## config.mk

```make
export PLATFORM = sky130hd
export DESIGN_NAME = ycr_sleep_ctrl
export DESIGN_NICKNAME = d
export VERILOG_FILES = /design/src/rtl/ycr_sleep_pkg.sv /design/src/rtl/ycr_irq_pend.sv /design/src/rtl/ycr_sleep_ctrl.sv
export SDC_FILE = /design/constraint.sdc
export NUM_CORES = 1
export LEC_CHECK = 0
export BUFFER_PORTS_ARGS = -buffer_cell sky130_fd_sc_hd__buf_2
export CAP_MARGIN = 20
export CORE_ASPECT_RATIO = 1.4
export CORE_MARGIN = 2
export CORE_UTILIZATION = 48
export CTS_CLUSTER_DIAMETER = 30
export CTS_CLUSTER_SIZE = 12
export DETAILED_ROUTE_END_ITERATION = 8
export PLACE_DENSITY = 0.82
export SYNTH_ARGS = -nofsm -noshare
export SYNTH_HDL_FRONTEND = slang
export SYNTH_SLANG_ARGS = --single-unit
```

## constraint.sdc

```tcl
create_clock -name clk_in -period 1.4 [get_ports clk_in]
set_input_delay 0.28 -clock clk_in [delete_from_list [all_inputs] [get_ports clk_in]]
set_output_delay 0.28 -clock clk_in [all_outputs]
set_load 0.1 [all_outputs]
```

## src/rtl/ycr_sleep_pkg.sv

```systemverilog
// Shared types for the sleep controller: FSM state encoding and IRQ width.
package ycr_sleep_pkg;

  localparam int unsigned IRQ_W = 3;

  typedef enum logic [1:0] {
    RUN   = 2'b00,
    DRAIN = 2'b01,
    SLEEP = 2'b10,
    WAKE  = 2'b11
  } state_e;

endpackage

```

## src/rtl/ycr_irq_pend.sv

```systemverilog
// Interrupt capture: double-sync of raw sources, rising-edge detect and
// sticky pending bits with write-1-to-clear. A set wins over a clear.

module ctech_dsync_high #(
  parameter int unsigned WB = 1
) (
  input  logic [WB-1:0] in_data,
  input  logic          out_clk,
  input  logic          out_rst_n,
  output logic [WB-1:0] out_data
);

  logic [WB-1:0] r_meta;

  always_ff @(posedge out_clk or negedge out_rst_n) begin
    if (!out_rst_n) begin
      r_meta   <= '0;
      out_data <= '0;
    end else begin
      r_meta   <= in_data;
      out_data <= r_meta;
    end
  end

endmodule

module ycr_irq_pend
  import ycr_sleep_pkg::*;
#(
  parameter int unsigned W = IRQ_W
) (
  input  logic         i_clk,
  input  logic         i_rst_n,
  input  logic [W-1:0] i_irq_raw,
  input  logic [W-1:0] i_irq_clr,
  output logic [W-1:0] o_irq_pend
);

  logic [W-1:0] w_sync;
  logic [W-1:0] w_rise;
  logic [W-1:0] r_sync_d;
  logic [W-1:0] r_pend;

  ctech_dsync_high #(.WB(W)) u_dsync (
    .in_data   (i_irq_raw),
    .out_clk   (i_clk),
    .out_rst_n (i_rst_n),
    .out_data  (w_sync)
  );

  assign w_rise = w_sync & ~r_sync_d;

  always_ff @(posedge i_clk or negedge i_rst_n) begin
    if (!i_rst_n) begin
      r_sync_d <= '0;
      r_pend   <= '0;
    end else begin
      r_sync_d <= w_sync;
      r_pend   <= w_rise | (r_pend & ~i_irq_clr);
    end
  end

  assign o_irq_pend = r_pend;

endmodule

```

## src/rtl/ycr_sleep_ctrl.sv

```systemverilog
// Sleep sequencer in front of the core clock gate: drains the bus, drives
// dst_idle, tracks the gate's wakeup pulse and presents sticky interrupts.
module ycr_sleep_ctrl
  import ycr_sleep_pkg::*;
#(
  parameter int unsigned DRAIN_TMO = 64,
  parameter int unsigned CNT_W     = 7,
  parameter int unsigned WAKE_HOLD = 4
) (
  input  logic             clk_in,
  input  logic             reset_n,
  input  logic             sleep_req,
  input  logic             bus_idle,
  input  logic [IRQ_W-1:0] irq_raw,
  input  logic [IRQ_W-1:0] irq_clr,
  input  logic             wakeup,
  output logic             dst_idle,
  output logic [IRQ_W-1:0] irq_out,
  output logic [IRQ_W-1:0] wake_cause,
  output logic             sleep_nack,
  output logic             sleep_done,
  output logic             sleep_active
);

  state_e             r_state;
  logic [CNT_W-1:0]   r_cnt;
  logic [IRQ_W-1:0]   w_irq_pend;
  logic               w_irq_any;

  ycr_irq_pend #(.W(IRQ_W)) u_irq_pend (
    .i_clk      (clk_in),
    .i_rst_n    (reset_n),
    .i_irq_raw  (irq_raw),
    .i_irq_clr  (irq_clr),
    .o_irq_pend (w_irq_pend)
  );

  assign irq_out      = w_irq_pend;
  assign w_irq_any    = |w_irq_pend;
  assign sleep_active = (r_state != RUN);

  always_ff @(posedge clk_in or negedge reset_n) begin
    if (!reset_n) begin
      r_state    <= RUN;
      r_cnt      <= '0;
      dst_idle   <= 1'b0;
      wake_cause <= '0;
      sleep_nack <= 1'b0;
      sleep_done <= 1'b0;
    end else begin
      sleep_nack <= 1'b0;
      sleep_done <= 1'b0;
      case (r_state)
        RUN: begin
          dst_idle <= 1'b0;
          if (sleep_req) begin
            if (w_irq_any) begin
              sleep_nack <= 1'b1;
            end else begin
              r_state <= DRAIN;
              r_cnt   <= CNT_W'(DRAIN_TMO - 1);
            end
          end
        end
        // Pending irq outranks bus_idle so a request never sleeps over one.
        DRAIN: begin
          if (w_irq_any) begin
            r_state    <= RUN;
            sleep_nack <= 1'b1;
          end else if (bus_idle) begin
            r_state  <= SLEEP;
            dst_idle <= 1'b1;
          end else if (r_cnt == '0) begin
            r_state    <= RUN;
            sleep_nack <= 1'b1;
          end else begin
            r_cnt <= r_cnt - CNT_W'(1);
          end
        end
        SLEEP: begin
          if (wakeup) begin
            r_state    <= WAKE;
            dst_idle   <= 1'b0;
            wake_cause <= w_irq_pend;
            r_cnt      <= CNT_W'(WAKE_HOLD - 1);
          end
        end
        WAKE: begin
          if (r_cnt == '0) begin
            r_state    <= RUN;
            sleep_done <= 1'b1;
          end else begin
            r_cnt <= r_cnt - CNT_W'(1);
          end
        end
        default: r_state <= RUN;
      endcase
    end
  end

endmodule

```

Word level (Yosys, flattened, before mapping)
Index checks and enable logic that the tools add are counted.
{"block": "op_classes", "addsub": 1, "n_eq_ne": 9, "muxes": 25, "n_bitwise": 5, "n_reduce_logical": 9}
{"operator": "7-bit 2-to-1 mux", "n": 6}
{"operator": "7-bit one-hot mux with 4 select lines", "n": 1}
{"operator": "2-bit 2-to-1 mux", "n": 6}
{"operator": "2-bit inequality test (second input constant)", "n": 6}
{"operator": "1-bit 2-to-1 mux", "n": 9}
{"operator": "2-bit one-hot mux with 4 select lines", "n": 1}
{"operator": "7-bit logical NOT", "n": 1}
{"operator": "7-bit by 1-bit subtractor with 7-bit output (second input constant)", "n": 1}
{"operator": "3-bit AND", "n": 2}
{"operator": "3-bit NOT", "n": 2}
{"operator": "5-bit AND reduction", "n": 1}
{"operator": "2-bit == test (second input constant)", "n": 2}
{"operator": "4-bit AND reduction", "n": 1}
{"operator": "3-bit bitwise OR", "n": 1}
{"operator": "1-bit one-hot mux with 3 select lines", "n": 1}
{"operator": "3-bit AND reduction", "n": 1}
{"operator": "3-bit nonzero test", "n": 1}
{"operator": "3-bit OR reduction", "n": 1}
{"operator": "2-bit by 1-bit == test with 1-bit output (second input constant)", "n": 1}
{"operator": "2-bit logical NOT", "n": 1}
{"operator": "1-bit one-hot mux with 2 select lines", "n": 1}
{"operator": "2-bit AND reduction", "n": 1}
{"operator": "2-bit nonzero test", "n": 1}
{"block": "totals", "regBits": 27, "inputBits": 11, "elab_cells": 59}

Logic depth before layout (Yosys ltp)
Gate-level depths: netlist of the first run.
{"block": "depth", "word_depth": 5, "mapped_depth": 7, "ltp_nobuf": 6}

By module
Synthesis of the first run repeated with hierarchy kept, for this count alone.
{"block": "hier_totals", "cells_unflattened": 104, "hier_area_um2": 1201.2}
{"module": "ycr_sleep_ctrl", "instances": 1, "cells_per_inst": 83, "area_each_um2": 840.8, "seq_area_each_um2": 375.4}
{"module": "ycr_irq_pend", "instances": 1, "cells_per_inst": 15, "area_each_um2": 210.2, "seq_area_each_um2": 150.1}
{"module": "ctech_dsync_high", "instances": 1, "cells_per_inst": 6, "area_each_um2": 150.1, "seq_area_each_um2": 150.1}

Least setup slack after synthesis of the first run
Ideal clock, no wire load.
{"block": "synth_timing", "kind": "flip-flop to flip-flop", "start": "register u_irq_pend.r_pend[0] (netlist: u_irq_pend.o_irq_pend[0])", "end": "register r_cnt[2]", "setup_time_ns": 0.129, "t_arrival_ns": 1.853, "slack_ns": -0.581, "stages_incl_launch_ff": 6, "path_buffers": 1, "period_less_slack_ns": 1.981, "path_cell_list": "dfrtp_1 nor3_1 a31o_2 o21ai_2 buf_6 o21ai_0"}
{"block": "synth_between", "elab_chain_len": 3, "elab_cells_between_ends": 4}
{"element": "from (decl)", "line": "ycr_irq_pend.sv:42", "source": "logic [W-1:0] r_pend;"}
{"element": "from (signal assigned)", "line": "ycr_irq_pend.sv:59", "source": "r_pend <= w_rise | (r_pend & ~i_irq_clr);"}
{"element": "3-bit OR reduction (*)", "line": "ycr_sleep_ctrl.sv:39", "source": "assign w_irq_any = |w_irq_pend;"}
{"element": "2-bit inequality test (no source line)"}
{"element": "5-bit AND reduction (no source line) (*)"}
{"element": "to (signal assigned)", "line": "ycr_sleep_ctrl.sv:61", "source": "r_cnt <= CNT_W'(DRAIN_TMO - 1);"}
{"element": "to (signal assigned)", "line": "ycr_sleep_ctrl.sv:77", "source": "r_cnt <= r_cnt - CNT_W'(1);"}
{"element": "to (signal assigned)", "line": "ycr_sleep_ctrl.sv:85", "source": "r_cnt <= CNT_W'(WAKE_HOLD - 1);"}
{"element": "to (decl)", "line": "ycr_sleep_ctrl.sv:26", "source": "logic [CNT_W-1:0] r_cnt;"}
Mark *: on every way between the ends. The rest lies on a longest branch, timed or not.
A chain may end at the register's enable or synchronous reset.

Worst setup path after layout of the first run
{"block": "layout_timing", "start": "register u_irq_pend.r_pend[2] (netlist: u_irq_pend.o_irq_pend[2])", "end": "register r_cnt[4]"}
The elaborated chain is that of the path after synthesis.

==> results of run 1 <==
area by class of cell:
type | count | share of cell area
Clock inverter | 1 | 0.00525
Sequential cell | 27 | 0.412
Inverter | 15 | 0.0360
Tap cell | 22 | 0.0165
Timing Repair Buffer | 48 | 0.253
Clock buffer | 3 | 0.0135
Multi-Input combinational cell | 62 | 0.263
worst min-delay path by stage:
stage                     slack, ps                      endpoint
after floorplan                 -20                      dst_idle
after global placement          300                 wake_cause[2]
after detailed placement        320                 wake_cause[1]
after CTS                        30  u_irq_pend.u_dsync.r_meta[0]
after global routing             20  u_irq_pend.u_dsync.r_meta[2]
final                            30  u_irq_pend.u_dsync.r_meta[0]
state kept, by name (all words and copies together), names as in the netlist:
name                         cells
sleep_done                       1
u_irq_pend.r_sync_d              3
u_irq_pend.o_irq_pend            3
r_state                          2
r_cnt                            7
wake_cause                       3
dst_idle                         1
u_irq_pend.u_dsync.r_meta        3
u_irq_pend.u_dsync.out_data      3
sleep_nack                       1
power by group through the flow:
stage | clock network (mW) | logic, mW | registers [mW]
finish | 0.368 | 2.53 | 1.12
detailed placement | 0 | 2.10 | 1.14
floorplan | 0 | 0.880 | 1.65
CTS | 0.372 | 2.35 | 1.12
global placement | 0 | 2.03 | 1.13
global route | 0.398 | 2.67 | 1.15
worst max-delay path: stages, from the launching register on:
cell and delay (ps):
dfrtp_4 510, or3_4 400, a22oi_2 140, o21ai_2 90
buf_12 150, o21ai_2 130, o21ai_1 70
layer usage:
layer,vias up,track usage,wire length (µm)
met5,-,0,0
met4,0,0.113,65
met3,8,0.0205,67
met2,28,0.398,1540
met1,483,0.252,1090
li1,471,-,-
cells in the mapped netlist:
cell	instances
dfrtp_1	27
o21ai_0	15
inv_1	14
nand2_1	7
a21oi_1	5
a31oi_1	5
nor2_1	4
nor2b_1	3
nor3_1	3
o22ai_1	3
a21oi_2	2
ha_1	2
a22oi_1	1
a31o_2	1
a32o_1	1
a32oi_1	1
and3_2	1
buf_2	1
buf_6	1
inv_2	1
nand2b_1	1
nand3_1	1
nand4_1	1
nor2_2	1
nor3_2	1
nor4_4	1
o21ai_2	1
or3_1	1
timing repair:
action / in CTS / in global routing
endpoints found under the setup margin: 19 / 20
endpoints found under the hold margin: 27 / 0
hold buffers: 1 / 0
setup buffers: 5 / 4
pin swaps: 2 / 2
gates resized for setup: 23 / 10
per-stage QoR:
stage                     worst slack (ps)  cell area [µm²]  power (mW)  std cells
after floorplan                       -290             1170        2.53        106
after global placement                -181             1490        3.16        164
after detailed placement              -310             1490        3.24        164
after CTS                             -205             1610        3.84        174
after global routing                  -281             1670        4.21        178
final                                 -208             1670        4.02        178
layout by cell type, fill, tap and decap left out, types with 2 or more instances in the layout:
cell | synthesis | routed
nor2_1 | 4 | 2
dfrtp_4 | 0 | 3
o21ai_2 | 1 | 4
o22ai_1 | 3 | 3
o21ai_0 | 15 | 4
buf_6 | 1 | 6
nand2_1 | 7 | 6
buf_12 | 0 | 5
dfrtp_1 | 27 | 23
o21ai_1 | 0 | 8
clkbuf_4 | 0 | 5
inv_1 | 14 | 13
nor2b_1 | 3 | 3
buf_2 | 1 | 10
ha_1 | 2 | 2
buf_4 | 0 | 24
nor2_4 | 0 | 2
a21oi_1 | 5 | 5
a31oi_1 | 5 | 5
nor3_1 | 3 | 2
a21oi_2 | 2 | 2
cell families after synthesis:
logic type	Yosys count	share of synthesized area
AND/OR/NAND/NOR	25	0.128
adder cells (fa/ha/maj)	2	0.0222
AO/OA/AOI/OAI	35	0.187
buffers and inverters	17	0.0643
flip-flops	27	0.599
==> key figures, run 1 <==
Cells and area
  • Antenna cells: 0
  • Number of fill cells in the layout: ~120
  • Share of cells above drive strength 1: 0.474
  • Reg area: around 690 µm²
  • Layout Utilization: 0.758
  • Area of the multi-input gates: 439 µm²
  • Syn-to-layout area delta: 47.9%
  • Nets@finish: 170

Hold path
  • Hold_sp: irq_raw[0]
  • HP Class: in -> reg
  • WHS Path Cells: 1

Synth
  • Cell variety after synth: 28
  • Synthesized area per cell: between 10 and 15 µm²
  • Syn Inst Count: ~110
  • Top cell type's share of synthesized area: 0.599
  • Seq/Total Area, Yosys: 0.599
  • Post-synth net total: between 100 and 150
  • Post-Synthesis Cell Area: 0.00113 mm²
  • Synth top area cells: dfrtp_1, o21ai_0, inv_1
  • Yosys reg bits: 27
  • Synth area leader: dfrtp_1
  • Yosys Warn Count: 0

Power and ir drop
  • Sw Share: 0.479
  • Max IR drop VDD: approximately 1200 µV
  • Sequential power share: 0.280
  • Pwr per Cell Area: approximately 2400 mW/mm²
  • P_int: between 2 and 2.5 mW
  • Leakage power: between 0.7 and 0.8 nW
  • Clock group share of total power: 0.092
  • Psw: 1.92 mW
  • Comb pwr share: 0.629

Routing
  • DRT iter0 DRCs: 47
  • Via count: just under 1000
  • Wire per inst: 15.6 µm
  • Vias per cell: around 5.6
  • Final ANT Viol Nets: 0
  • Initial DRT Pass Iterations: 4
  • DRC Markers: 0
  • Drt total wl: 2770 µm

Placement
  • Final Wtd Congestion: 0.800
  • PortBufs: 20
  • Post-DP HPWL: 1830 µm

Clocking
  • Cts bufs inserted: 3
  • CTS tree: built
  • Clk_lat worst skew: about 330 ps
  • Clk buf depth: 2
  • CTS Sinks: 27
  • Clock root buffer master: clkbuf_4
  • H-Tree Depth: 1
  • CTS clock-pin slew for the worst setup and hold paths: roughly 160 ps

Critical path
  • Setup crit end: r_cnt[4]
  • Startpoint Class: register
  • Crit-path max FO: 14
  • Critical path arrival: about 1800 ps
  • R2R cell count: 6
  • R2R Path End: r_cnt[4]
  • CP required: 1640 ps
  • Critical path endpoint category: register
  • CP startpoint: u_irq_pend.o_irq_pend[2]
  • Kind of critical path: reg -> reg
  • R2R Setup Slk: -210 ps
  • Reg-to-Reg Start: u_irq_pend.o_irq_pend[2]

Global route
  • GR Util All Layers: 0.220
  • First-pass GRT wire length: between 4000 and 5000 µm
  • Vias in the first global route: roughly 1000
  • Congestion Overflow GR: 0
  • Largest net degree at the start of global routing: 28
  • Number of antenna violations at the first check in global routing: 0

Floorplanning
  • Die width: about 45 µm
  • Die ar.: 0.00276 mm²
  • Starting density of the core: 0.512
  • Die span in y: about 61 µm
  • Core ar.: about 0.0022 mm²
  • IO Pins: 21
  • Rows: 20

STA
  • Slack of the critical path: -208 ps
  • Hold Violations, Final: 0
  • Max-slew violation count: 0
  • Rel. slew slack: 0.594
  • RSZ-0062 raised after global routing: yes
  • Setup violations, final: 14
  • Skew final: slightly above 7 ps
  • TNS Setup: -1750 ps
  • Tmin final: ~1600 ps
  • Period utilization: 1.15
  • Hold WS: 31.7 ps
  • Actual slew at the worst max-slew pin: 610 ps
  • Fmax: approximately 0.62 GHz

Outcome
  • Failing checks: negative setup slack
  • Status: complete, but fails checks

Run
  • Maxcap violations: 0
(Power assumes the default switching activity.)
==> run 2: changes to the inputs <==
==> constraint.sdc (replaced) <==
create_clock -name clk_in -period 1.3 [get_ports clk_in]
set_input_delay 0.26 -clock clk_in [delete_from_list [all_inputs] [get_ports clk_in]]
set_output_delay 0.26 -clock clk_in [all_outputs]
set_load 0.1 [all_outputs]
==> key figures, run 2 (synthesis gave the netlist of run 1 again) <==
Critical path
  • Reg-to-Reg Start: u_irq_pend.o_irq_pend[2]
  • Crit-path max FO: 6 (-8)
  • Startpoint Class: register
  • R2R Path End: r_cnt[3]
  • R2R Setup Slk: -310 ps (-100 ps)
  • Kind of critical path: reg -> out
  • Critical path arrival: 1390 ps (-450 ps)
  • Critical path endpoint category: output port
  • R2R cell count: 6 (unchanged)
  • CP required: 1040 ps (-600 ps)

Floorplanning
  • IO Pins: 21 (unchanged)
  • Die ar.: 0.00276 mm² (unchanged)
  • Starting density of the core: 0.512 (unchanged)
  • Die width: 45.0 µm (unchanged)
  • Die span in y: 61.4 µm (unchanged)
  • Rows: 20 (unchanged)
  • Core ar.: 0.00220 mm² (unchanged)

Cells and area
  • Reg area: 688 µm² (unchanged)
  • Post-route cell area: 0.00179 mm² (+7.1%)
  • Largest Register: r_cnt
  • Nets@finish: 174 (+2.4%)
  • Number of fill cells in the layout: 113 (-5.0%)
  • Commonest cells after routing, fill and taps aside: dfrtp_1, buf_4, inv_1
  • Most common cell after layout, fill and taps aside: dfrtp_1
  • Max reg flops: 7 (unchanged)
  • Antenna cells: 0 (unchanged)
  • Share of cells above drive strength 1: 0.481 (+0.00689)
  • Final cell count without fillers: 182 (+2.2%)
  • Syn-to-layout area delta: 58.4%
  • Area of the multi-input gates: 450 µm² (+2.6%)

STA
  • Period utilization: 1.27
  • Actual slew at the worst max-slew pin: 589 ps (-20.9 ps)
  • Rel. slew slack: 0.608 (+0.0139)
  • Slack of the critical path: -354 ps (-147 ps)
  • Fmax: around 0.60 GHz
  • RSZ-0062 raised after global routing: yes
  • Max-slew violation count: 0 (unchanged)
  • Hold Violations, Final: 0 (unchanged)
  • Setup violations, final: 16 (+2)
  • Tmin final: around 1700 ps
  • Skew final: 5.50 ps (-1.60 ps)

Power and ir drop
  • Pwr per Cell Area: 2550 mW/mm² (+5.8%)
  • Leakage power: 0.837 nW (+4.9%)
  • Max IR drop VDD: 1390 µV (+19%)

Clocking
  • CTS tree: built
  • CTS clock-pin slew for the worst setup and hold paths: 150 ps (about the same)
  • Cts bufs inserted: 3 (unchanged)
  • Clk buf depth: 2 (unchanged)
  • CTS Sinks: 27 (unchanged)
  • H-Tree Depth: 1 (unchanged)
  • Clk_lat worst skew: 340 ps (about the same)
  • Clock root buffer master: clkbuf_4

Run
  • Maxcap violations: 0 (unchanged)

Routing
  • Via count: 1039 (+4.9%)
  • DRC Markers: 0 (unchanged)
  • Final ANT Viol Nets: 0 (unchanged)
  • Vias per cell: 5.71 (+2.6%)
  • Wire per inst: 16.5 µm (+6.0%)
  • Initial DRT Pass Iterations: 4 (unchanged)
  • DRT iter0 DRCs: 42 (-11%)
  • Drt total wl: 3000 µm (+8.4%)

Global route
  • Congestion Overflow GR: 0 (unchanged)
  • Largest net degree at the start of global routing: 28 (unchanged)
  • First-pass GRT wire length: 4440 µm (+0.77%)
  • Number of antenna violations at the first check in global routing: 0 (unchanged)
  • Vias in the first global route: 1022 (+1.4%)
  • GR Util All Layers: 0.227 (+0.00740)

Hold path
  • HP Class: in -> reg
  • WHS Path Cells: 2 (+1)
  • Hold Path End: u_irq_pend.o_irq_pend[0]
  • Hold_sp: irq_clr[0]

Placement
  • Placed insts: 168 (+2.4%)
  • Final Wtd Congestion: 0.822 (+2.7%)
  • PortBufs: 20 (unchanged)
  • Post-place setup slack: -378 ps (-68.0 ps)
  • Post-DP HPWL: 1840 µm (+0.51%)
  • Cell Area, Placed: 0.00159 mm² (+7.1%)

Outcome
  • Failing checks: negative setup slack
  • Status: complete, but fails checks
run 2: changes by cell type in the layout (fill, tap and decap cells not counted), moves of 2 or more:
cell / delta
clkbuf_4: -2
buf_12: +5
buf_4: -4
buf_6: +2
dlygate4sd3_1: +3
run 2: worst max-delay path by stage:
stage / startpoint / to / slack (ps) / cells past startpoint
floorplan: u_irq_pend.o_irq_pend[2] / r_cnt[0] / -390 / 6
global placement: u_irq_pend.o_irq_pend[2] / r_cnt[6] / -290 / 6
detailed placement: u_irq_pend.o_irq_pend[2] / r_cnt[5] / -380 / 6
CTS: r_state[1] / sleep_active / -350 / 5
global route: r_state[0] / sleep_active / -390 / 4
finish: r_state[0] / sleep_active / -350 / 4
run 2: area by class of cell:
| cell class | instances | area share |
|---|---|---|
| Clock buffer | 3 | 0.0126 |
| Timing Repair Buffer | 52 | 0.297 |
| Inverter | 15 | 0.0336 |
| Multi-Input combinational cell | 62 | 0.252 |
| Sequential cell | 27 | 0.385 |
| Tap cell | 22 | 0.0154 |
| Clock inverter | 1 | 0.00490 |
run 2: timing repair:
item | in CTS | in global routing
hold endpoints to repair | 27 | 3
pin swaps | 3 | 4
endpoints found under the setup margin | 17 | 19
gates resized for setup | 24 | 8
hold buffers | 1 | 3
buffers inserted | 5 | 1
run 2: critical path: stages, from the launching register on:
cell	delay (ps)
dfrtp_2	480
buf_6	160
nor2_4	130
clkinvlp_4	110
buf_12	170
run 2: routing by layer:
layer | GRT usage | up-vias | routed length (µm)
met1 | 0.231 | 509 | 1130
li1 | - | 477 | -
met2 | 0.437 | 44 | 1670
met5 | 0 | - | 0
met3 | 0.0176 | 9 | 114
met4 | 0.134 | 0 | 82
run 2: power by group:
| part | internal (mW) | leakage (nW) | switching, mW |
|---|---|---|---|
| logic | 1.23 | 0.497 | 1.65 |
| clock network | 0.126 | 0.0183 | 0.265 |
| registers | 1.06 | 0.322 | 0.219 |
| total | 2.41 | 0.837 | 2.14 |
run 2: metrics by stage:
| stage | total power [mW] | hold slack [ps] | setup TNS, ps | util |
|---|---|---|---|---|
| floorplan | 2.75 | -35.6 | -2870 | - |
| global placement | 3.66 | 279 | -2300 | 0.723 |
| detailed placement | 3.77 | 289 | -2770 | 0.723 |
| CTS | 4.40 | 5.83 | -3400 | 0.782 |
| global route | 4.77 | 67.9 | -4920 | 0.812 |
| finish | 4.55 | 86.1 | -3440 | 0.812 |
==> run 3: changes to the inputs <==
--- a/config.mk
+++ b/config.mk
@@ -5,6 +5,7 @@
 export SDC_FILE = /design/constraint.sdc
 export NUM_CORES = 1
 export LEC_CHECK = 0
+export ABC_AREA = 1
 export BUFFER_PORTS_ARGS = -buffer_cell sky130_fd_sc_hd__buf_2
 export CAP_MARGIN = 20
 export CORE_ASPECT_RATIO = 1.4
==> key figures, run 3 <==
Synth
  • Synth Flop Type: dfrtp_1
  • Synthesized area per cell: 8.38 µm² (-21%)
  • Async set-reset flop share out of synthesis: 1.00 (unchanged)
  • Cell variety after synth: 19 (-32%)
  • Post-Synthesis Cell Area: 0.00121 mm² (+7.0%)
  • EDFF count, synth: 0 (unchanged)
  • Synth top area cells: dfrtp_1, nand2_1, inv_1
  • Yosys reg bits: 27 (unchanged)
  • List of most frequent post-synthesis cells: nand2_1, dfrtp_1, inv_1
  • Post-synth net total: 157 (+32%)
  • Top cell type's share of synthesized area: 0.560 (-0.0391)
  • Synth area leader: dfrtp_1
  • Top-count cell post-synth: nand2_1
  • Yosys Warn Count: 0 (unchanged)
  • Syn Inst Count: 144 (+36%)
  • Seq/Total Area, Yosys: 0.560 (-0.0391)

Power and ir drop
  • P_int: 2.44 mW (+0.97%)
  • Leakage power: 0.967 nW (+15%)
  • Overall power: 5.05 mW (+11%)
  • Sequential power share: 0.272 (-0.009)
  • Pwr per Cell Area: 2600 mW/mm² (+2.0%)
  • Sw Share: 0.518 (+0.0481)
  • Psw: 2.62 mW (+22%)
  • Max IR drop VDD: 1660 µV (+19%)
  • Clock group share of total power: 0.079 (-0.007)
  • Comb pwr share: 0.649 (+0.016)

Routing
  • DRC Markers: 0 (unchanged)
  • Wire per inst: 16.6 µm (+0.46%)
  • Via count: 1257 (+21%)
  • Vias per cell: 5.42 (-5.1%)
  • Final ANT Viol Nets: 0 (unchanged)
  • Initial DRT Pass Iterations: 4 (unchanged)
  • Drt total wl: 3840 µm (+28%)
  • DRT iter0 DRCs: 58 (+38%)

Clocking
  • CTS tree: built
  • H-Tree Depth: 1 (unchanged)
  • Cts bufs inserted: 3 (unchanged)
  • Clock root buffer master: clkbuf_4
  • CTS Sinks: 27 (unchanged)
  • CTS clock-pin slew for the worst setup and hold paths: 150 ps (about the same)
  • Clk buf depth: 2 (unchanged)
  • Clk_lat worst skew: 350 ps (about the same)

STA
  • Actual slew at the worst max-slew pin: 295 ps (-294 ps)
  • Setup violations, final: 15 (-1)
  • Max-slew violation count: 0 (unchanged)
  • Fmax: 0.654 GHz (+8.2%)
  • RSZ-0062 raised after global routing: yes
  • Hold Violations, Final: 0 (unchanged)
  • Hold WS: 60.6 ps (-25.5 ps)
  • Period utilization: 1.18 (-0.0965)
  • Tmin final: 1530 ps (-125 ps)
  • Slack of the critical path: -229 ps (+125 ps)
  • Rel. slew slack: 0.804 (+0.196)
  • Skew final: 3.85 ps (-1.65 ps)

Critical path
  • Delay-heaviest family, CP: flip-flops
  • Crit-path max FO: 2 (-4)
  • CP max stage cell: dfrtp_2
  • Critical path's largest stage delay: 470 ps (about the same)
  • Crit. path cell count: 3 (-1)
  • R2R Setup Slk: -180 ps (+130 ps)
  • CP required: 1040 ps (about the same)
  • Startpoint Class: register
  • Critical path endpoint category: output port
  • Kind of critical path: reg -> out
  • Critical path arrival: 1270 ps (-120 ps)
  • Worst path bufs/invs: 2 (-1)
  • Crit path cell chain: nor2_4 > clkinvlp_4 > buf_12
  • R2R cell count: 7 (+1)

Global route
  • Largest net degree at the start of global routing: 18 (-36%)
  • Congestion Overflow GR: 0 (unchanged)
  • Vias in the first global route: 1189 (+16%)
  • Number of antenna violations at the first check in global routing: 0 (unchanged)
  • GR Util All Layers: 0.245 (+0.0177)
  • First-pass GRT wire length: 5240 µm (+18%)

Cells and area
  • Largest Register: r_cnt
  • Max reg flops: 7 (unchanged)
  • Syn-to-layout area delta: 61.1%
  • Most common cell after layout, fill and taps aside: nand2_1
  • Nets@finish: 212 (+22%)
  • Antenna cells: 0 (unchanged)
  • Share of cells above drive strength 1: 0.495 (+0.0137)
  • Post-route cell area: 0.00195 mm² (+8.8%)
  • Commonest cells after routing, fill and taps aside: nand2_1, buf_4, dfrtp_1
  • Number of fill cells in the layout: 124 (+9.7%)

Floorplanning
  • Die ar.: 0.00294 mm² (+6.4%)
  • IO Pins: 21 (unchanged)
  • Rows: 21 (+5.0%)
  • Starting density of the core: 0.505 (-0.00753)
  • Die span in y: 63.3 µm (+3.2%)
  • Core ar.: 0.00239 mm² (+8.6%)
  • Die width: 46.4 µm (+3.1%)

Outcome
  • Status: complete, but fails checks
  • Failing checks: negative setup slack

Placement
  • Final Wtd Congestion: 0.868 (+5.6%)
  • Post-place setup slack: -48.6 ps (+330 ps)
  • Cell Area, Placed: 0.00162 mm² (+2.0%)
  • PortBufs: 20 (unchanged)
  • Post-DP HPWL: 2120 µm (+15%)

Hold path
  • WHS Path Cells: 2 (unchanged)
  • HP Class: in -> reg

Run
  • Maxcap violations: 0 (unchanged)
## run 3: final cells by class
type / count / area (µm²) / share of cell area
multi-input combinational: 93 / 588 / 0.302
timing repair buffer: 51 / 499 / 0.257
clock inverter: 1 / 8.76 / 0.00450
sequential: 27 / 692 / 0.356
inverter: 23 / 92.6 / 0.0476
tap: 34 / 42.5 / 0.0219
clock buffer: 3 / 22.5 / 0.0116
## run 3: power groups by stage
stage | sequential (mW) | combinational [mW] | clock (mW)
after global routing | 1.38 | 3.48 | 0.451
after CTS | 1.29 | 2.64 | 0.409
after global placement | 1.30 | 2.36 | 0
final | 1.37 | 3.28 | 0.402
after detailed placement | 1.31 | 2.47 | 0
after floorplan | 1.79 | 1.11 | 0
## run 3: layer usage
layer  vias to the layer above  global-route usage  routed length [µm]
li1                        553                   -                   -
met1                       615               0.290                1390
met2                        71               0.394                2090
met3                        18              0.0372                 188
met4                         0               0.150                 182
met5                         -                   0                   0
## run 3: final timing paths
check	from	end
worst max-delay path	r_state[0]	sleep_active
worst min-delay path	irq_clr[2]	u_irq_pend.o_irq_pend[2]
min in group asynchronous	reset_n	wake_cause[0]
worst max register to register	r_state[0]	r_cnt[5]
max in group asynchronous	reset_n	r_cnt[3]
worst min register to register	u_irq_pend.u_dsync.r_meta[2]	u_irq_pend.u_dsync.out_data[2]
## run 3: per-stage QoR
step                cells   util  TNS, ps
global placement      213  0.679        0
finish                232  0.814    -1930
CTS                   223  0.731     -920
detailed placement    213  0.679     -261
global route          232  0.814    -2700
floorplan             144      -     -798
## run 3: timing repair
| action | in CTS | in global routing |
|---|---|---|
| hold buffers | 1 | 3 |
| pin swaps | 9 | 22 |
| setup endpoints to repair | 13 | 16 |
| hold endpoints to repair | 12 | 3 |
| gates resized for setup | 16 | 37 |
| buffers inserted | 5 | 6 |
## run 3: worst register-to-register path, stage by stage, from the launching register on
cell and delay, ps:
dfrtp_2 470, buf_6 150, buf_4 170, nand4_4 120, nand2_4 70, nor2_4 250, nand2_1 110, nand2_1 90
## run 3: cells by family after synthesis
logic type / after synthesis / synth area share
AND/OR/NAND/NOR: 78 / 0.285
buffers and inverters: 24 / 0.0777
adder cells (fa/ha/maj): 2 / 0.0207
flip-flops: 27 / 0.560
AO/OA/AOI/OAI: 13 / 0.0570
